File: config.mk
export PLATFORM = sky130hd
export DESIGN_NAME = load_store_unit
export DESIGN_NICKNAME = d
export VERILOG_FILES = /design/src/rtl/load_store_unit.sv
export SDC_FILE = /design/constraint.sdc
export NUM_CORES = 1
export LEC_CHECK = 0
export CORE_MARGIN = 10
export CORE_UTILIZATION = 47
export CTS_CLUSTER_SIZE = 24
export DETAILED_ROUTE_END_ITERATION = 8
export PLACE_DENSITY = 0.92
export SYNTH_ARGS = -nofsm -noshare
export SYNTH_HDL_FRONTEND = slang
export SYNTH_SLANG_ARGS = --single-unit
File: constraint.sdc
create_clock -name clock -period 2.9 [get_ports clock]
set_input_delay 0.87 -clock clock [delete_from_list [all_inputs] [get_ports clock]]
set_output_delay 0.87 -clock clock [all_outputs]
set_load 0.01 [all_outputs]
File: src/rtl/load_store_unit.sv
// load_store_unit
//   Sequences byte/halfword loads and stores onto a 16-bit big-endian data
//   memory with a combinational read port. Byte stores are performed as a
//   read-modify-write of the addressed halfword; byte A+1 is preserved.
//   Addresses above 62 are rejected with resp_err and no memory access.
//
//   Optional feature macro: LSU_MISALIGN_TRAP_EN
//     defined   : a halfword access at an odd address is rejected as an error
//     undefined : odd-address halfword accesses proceed normally
//
// Ports
//   clock, reset                 clock; asynchronous active-high reset
//   req_valid / req_ready        request handshake (ready only in IDLE)
//   req_write, req_byte,         store/load, byte/halfword, sign-extend byte load
//   req_signed
//   req_addr, req_wdata          byte address, store data (byte store uses [7:0])
//   resp_valid, resp_rdata,      one-cycle completion pulse, load data, reject flag
//   resp_err
//   mem_addr, mem_wdata,         data memory address, write data,
//   mem_we, mem_re, mem_rdata    write/read strobes, read data (big-endian)
//
// state  | meaning
// -------+-----------------------------------------------------------
// IDLE   | waiting for a request, req_ready = 1
// RD     | memory read, mem_rdata captured into buf_q at the closing edge
// WR     | one-cycle memory write (halfword, or merged byte for byte store)
// RESP   | resp_valid pulse, then back to IDLE

module load_store_unit (
   input  logic        clock,
   input  logic        reset,
   input  logic        req_valid,
   output logic        req_ready,
   input  logic        req_write,
   input  logic        req_byte,
   input  logic        req_signed,
   input  logic [15:0] req_addr,
   input  logic [15:0] req_wdata,
   output logic        resp_valid,
   output logic [15:0] resp_rdata,
   output logic        resp_err,
   output logic [15:0] mem_addr,
   output logic [15:0] mem_wdata,
   output logic        mem_we,
   output logic        mem_re,
   input  logic [15:0] mem_rdata
);

   typedef enum logic [1:0] {S_IDLE, S_RD, S_WR, S_RESP} state_t;

   state_t      state_q, state_d;
   logic        write_q, write_d;
   logic        byte_q, byte_d;
   logic        signed_q, signed_d;
   logic        err_q, err_d;
   logic [15:0] addr_q, addr_d;
   logic [15:0] wdata_q, wdata_d;
   logic [15:0] buf_q, buf_d;

   logic        req_err;

   always_comb begin
      req_err = (req_addr > 16'd62);
`ifdef LSU_MISALIGN_TRAP_EN
      if (!req_byte && req_addr[0]) req_err = 1'b1;
`endif
   end

   // state register
   always_ff @(posedge clock or posedge reset) begin
      if (reset) begin
         state_q  <= S_IDLE;
         write_q  <= 1'b0;
         byte_q   <= 1'b0;
         signed_q <= 1'b0;
         err_q    <= 1'b0;
         addr_q   <= 16'h0000;
         wdata_q  <= 16'h0000;
         buf_q    <= 16'h0000;
      end else begin
         state_q  <= state_d;
         write_q  <= write_d;
         byte_q   <= byte_d;
         signed_q <= signed_d;
         err_q    <= err_d;
         addr_q   <= addr_d;
         wdata_q  <= wdata_d;
         buf_q    <= buf_d;
      end
   end

   // next state and request/buffer capture
   always_comb begin
      state_d  = state_q;
      write_d  = write_q;
      byte_d   = byte_q;
      signed_d = signed_q;
      err_d    = err_q;
      addr_d   = addr_q;
      wdata_d  = wdata_q;
      buf_d    = buf_q;
      case (state_q)
         S_IDLE: begin
            if (req_valid) begin
               write_d  = req_write;
               byte_d   = req_byte;
               signed_d = req_signed;
               err_d    = req_err;
               addr_d   = req_addr;
               wdata_d  = req_wdata;
               if (req_err)                    state_d = S_RESP;
               else if (req_write && !req_byte) state_d = S_WR;
               else                            state_d = S_RD;
            end
         end
         S_RD: begin
            buf_d   = mem_rdata;
            state_d = write_q ? S_WR : S_RESP;
         end
         S_WR:    state_d = S_RESP;
         S_RESP:  state_d = S_IDLE;
         default: state_d = S_IDLE;
      endcase
   end

   // outputs are decoded from state so reset clears them immediately
   always_comb begin
      req_ready  = 1'b0;
      resp_valid = 1'b0;
      resp_err   = 1'b0;
      resp_rdata = 16'h0000;
      mem_addr   = 16'h0000;
      mem_wdata  = 16'h0000;
      mem_we     = 1'b0;
      mem_re     = 1'b0;
      case (state_q)
         S_IDLE: req_ready = 1'b1;
         S_RD: begin
            mem_re   = 1'b1;
            mem_addr = addr_q;
         end
         S_WR: begin
            mem_we    = 1'b1;
            mem_addr  = addr_q;
            // byte store replaces byte A (upper lane) and keeps byte A+1
            mem_wdata = byte_q ? {wdata_q[7:0], buf_q[7:0]} : wdata_q;
         end
         S_RESP: begin
            resp_valid = 1'b1;
            resp_err   = err_q;
            if (!err_q && !write_q) begin
               if (!byte_q)       resp_rdata = buf_q;
               else if (signed_q) resp_rdata = {{8{buf_q[15]}}, buf_q[15:8]};
               else               resp_rdata = {8'h00, buf_q[15:8]};
            end
         end
         default: req_ready = 1'b0;
      endcase
   end

endmodule

==> results.tsv <==
stage	metric	value	unit
finish	syn_to_final_growth	47.2	%
finish	final-seq-area	0.00135	mm2
power_and_ir_drop	p_clk_frac	0.099	
power_and_ir_drop	p_leak	1.67	nW
clock_network	cts_tree	done	
setup_path	crit_arrival	1.99	ns
sta	period_needed	2.86	ns
synthesis	synth.top_cell.area_share	0.500	
placed_design	gp_congestion	0.753	
setup_path	worst_path_max_delay_cell	clkdlybuf4s50_1	
detailed_routing	first_pass_iters	4	
synthesis	synth_area	0.00270	mm2
sta	finalSetupTns	0	ns
power_and_ir_drop	switchingPower	0.00146	W
setup_path	endpoint	resp_rdata[10]	
floorplan	placementRows	27	
synthesis	syn_inst	217	
detailed_routing	drt_iter0_markers	96	
synthesis	ys_types	25	
power_and_ir_drop	p_int	0.00278	W
clock_network	htreeDepth	2	
setup_path	max_stage_delay	0.54	ns
finish	fillerInstances	416	
detailed_routing	wl	6980	um
global_routing	overflow	0	
global_routing	antenna_found_initial	0	
synthesis	ys_top_cells_by_area	dfrtp_1 (50%), mux2_2 (21%), mux2i_1 (8.9%)	
clock_network	clock-sinks	54	
worst_hold_path	hp-class	reg2reg	
floorplan	core	0.00554	mm2
global_routing	grt_max_degree	35	
synthesis	seq_area_frac_synth	0.500	
setup_path	reg2reg_slack	1.23	ns
power_and_ir_drop	vdd_drop_max	0.595	mV
floorplan	num_io_pins	107	
floorplan	dieHeight	95.8	um
detailed_routing	vias	2013	
finish	antenna_cells	0	
sta	slew_headroom	0.682	
sta	fin_crit_sh	0.987	
setup_path	critPathKind	reg2out	
setup_path	worstRegToRegCells	5	
floorplan	die_area	0.00918	mm2
detailed_routing	wl_per_cell	17.5	um
synthesis	synth.largest_area_cell	dfrtp_1	
global_routing	grt_pass1_wl	10800	um
finish	final_nets	384	
setup_path	rr_startpoint	state_q[0]$_DFFE_PP0P_	
power_and_ir_drop	p_seq_frac	0.331	
setup_path	crit_path_start	state_q[0]$_DFFE_PP0P_	
setup_path	path_cells	ha_1, nand2_1, a21oi_1, buf_4, o21a_1, clkdlybuf4s50_1	
finish	multiInputGateArea	0.00129	mm2
setup_path	crit_required	2.03	ns
clock_network	clock-root-buffer	clkbuf_8	
clock_network	cts_max_path_buffers	2	
sta	skew	0.0138	ns
outcome	outcome	finished, final reports clean	
sta	final_hold_viol_count	0	
run	cap_viol_max_count	0	
setup_path	worstPathMaxFanout	8	
detailed_routing	vias_per_cell	5.05	
synthesis	yosysWarnings	0	
power_and_ir_drop	swShare	0.344	
global_routing	grt_pass1_vias	2108	
power_and_ir_drop	p_per_area	1060	mW/mm2
finish	utilization	0.718	
clock_network	cts_buffers	5	
sta	worstMarginPinSlew	0.477	ns
sta	fmax	349	MHz
placed_design	dp_hpwl	5590	um
power_and_ir_drop	finalPower	0.00423	W
power_and_ir_drop	power.share.combinational	0.569	
clock_network	cts.clk_slew.worst_paths	0.10	ns
finish	drive_gt1_frac	0.217	
sta	setup-violations-final	0	
sta	drv_slew	0	
setup_path	r2r-end	wdata_q[5]$_DFFE_PP0P_	
detailed_routing	drc	0	
placed_design	io_buffers	106	
setup_path	cp-start-kind	register	
detailed_routing	postRouteAntennaNets	0	
sta	rsz0062_at_grt	yes	
synthesis	syn_area_per_cell	12.4	um2
synthesis	synth_seq_cells	54	
floorplan	dieWidth	95.8	um
worst_hold_path	hold_depth	1	
clock_network	insertion_delay	0.30	ns
setup_path	end_kind	output pin	
floorplan	start_util	0.488	
global_routing	grt_usage	0.148	
synthesis	synth_nets	275	
## worst max-delay path, delay by kind of cell (launching register included)
kind | cells | cell delay [ns]
buffers and inverters | 2 | 0.72
flip-flops | 1 | 0.41
adder cells (fa/ha/maj) | 1 | 0.22
AO/OA/AOI/OAI | 2 | 0.26
AND/OR/NAND/NOR | 1 | 0.08
## power by group through the flow
stage	Sequential (W)	Combinational (W)	Clock [W]
2_1_floorplan	0.00132	0.00142	0
3_3_place_gp	0.00140	0.00240	0
3_5_place_dp	0.00142	0.00244	0
4_1_cts	0.00141	0.00246	0.000433
5_1_grt	0.00146	0.00262	0.000459
6_report	0.00140	0.00241	0.000421
## per-stage QoR
step	instance area [um2]	hold WS [ns]	setup WS [ns]	std cells
6_report	3980	0.502	0.0386	399
5_1_grt	3980	0.520	-0.0957	399
4_1_cts	3980	0.505	0.0174	399
2_1_floorplan	2700	0.465	0.652	217
3_3_place_gp	3880	0.478	0.282	391
3_5_place_dp	3880	0.485	0.225	391
## cells in the mapped netlist (all sizes together)
cell type  number
mux2i          24
or2             1
nand2           4
and4            1
o21ai           2
or4             1
nor2b          16
o221ai          2
dfrtp          54
inv             4
nor4            1
nand3           1
a21o            1
nor3            1
ha              4
and2           17
nand2b          1
nor2            9
clkbuf          3
mux2           51
buf             8
a31oi           1
o21a            8
a21oi           2
## worst min-delay path by stage
stage / startpoint / end / slack (ns)
global placement: addr_q[10]$_DFFE_PP0P_ / addr_q[10]$_DFFE_PP0P_ / 0.48
finish: addr_q[1]$_DFFE_PP0P_ / addr_q[1]$_DFFE_PP0P_ / 0.50
floorplan: err_q$_DFFE_PP0P_ / err_q$_DFFE_PP0P_ / 0.46
global route: addr_q[4]$_DFFE_PP0P_ / addr_q[4]$_DFFE_PP0P_ / 0.52
CTS: addr_q[1]$_DFFE_PP0P_ / addr_q[1]$_DFFE_PP0P_ / 0.51
detailed placement: addr_q[1]$_DFFE_PP0P_ / addr_q[1]$_DFFE_PP0P_ / 0.48
## placed cells by master, fill, tap and decap left out
| cell | synthesis | layout |
|---|---|---|
| clkdlybuf4s50_1 | 0 | 106 |
| dfrtp_1 | 54 | 53 |
| mux2_2 | 51 | 51 |
| mux2i_1 | 24 | 24 |
| and2_1 | 17 | 17 |
| nor2b_1 | 16 | 16 |
| nor2_1 | 9 | 9 |
| o21a_1 | 8 | 8 |
| clkbuf_8 | 0 | 6 |
| buf_4 | 0 | 5 |
| nand2_1 | 4 | 4 |
| inv_1 | 4 | 3 |
| o221ai_1 | 2 | 2 |
| o21ai_0 | 2 | 2 |
| a21oi_1 | 2 | 2 |
| ha_2 | 0 | 2 |
| ha_1 | 4 | 2 |
| buf_12 | 0 | 2 |
| nor4_1 | 1 | 1 |
| or4_4 | 1 | 1 |
| nor3_2 | 1 | 1 |
| and4_1 | 1 | 1 |
| nand3_1 | 1 | 1 |
| a31oi_1 | 1 | 1 |
| nand2b_1 | 1 | 1 |
| inv_2 | 0 | 1 |
| or2_1 | 1 | 1 |
| a21o_1 | 1 | 1 |
| dfrtp_2 | 0 | 1 |
| clkinv_2 | 0 | 1 |
| clkbuf_1 | 3 | 1 |
## routing by layer
layer  vias up  wire length, um  track usage
met5         -                0            0
met4         0               63       0.0332
met3         6              436       0.0389
met2        57             3580        0.255
met1       974             2900        0.181
li1        976                -            -
## flip-flops by register name (all words and copies together) (netlist names)
| register | count |
|---|---|
| signed_q | 1 |
| wdata_q | 16 |
| err_q | 1 |
| buf_q | 16 |
| addr_q | 16 |
| state_q | 2 |
| write_q | 1 |
| byte_q | 1 |
## kinds of logic after synthesis
kind of cell | count (synthesis) | share of synthesized area
muxes | 75 | 0.302
and+or+nand+nor | 53 | 0.114
buffers and inverters | 15 | 0.0241
AOI/OAI and AO/OA | 16 | 0.0412
DFF | 54 | 0.500
adders and majority gates | 4 | 0.0185
## what timing repair did
item / in CTS / in global routing
hold buffers: 0 / 0
setup buffers: 0 / 0
resized for setup: 2 / 0
setup endpoints to repair: 32 / 38
## layout make-up
type	count	area share
timing repair buffer	113	0.286
clock buffer	7	0.0217
clock inverter	1	0.00126
tap	72	0.0226
sequential	54	0.340
multi-input combinational	148	0.324
inverter	4	0.00377
Note: power is estimated with default switching activity, not from simulation.
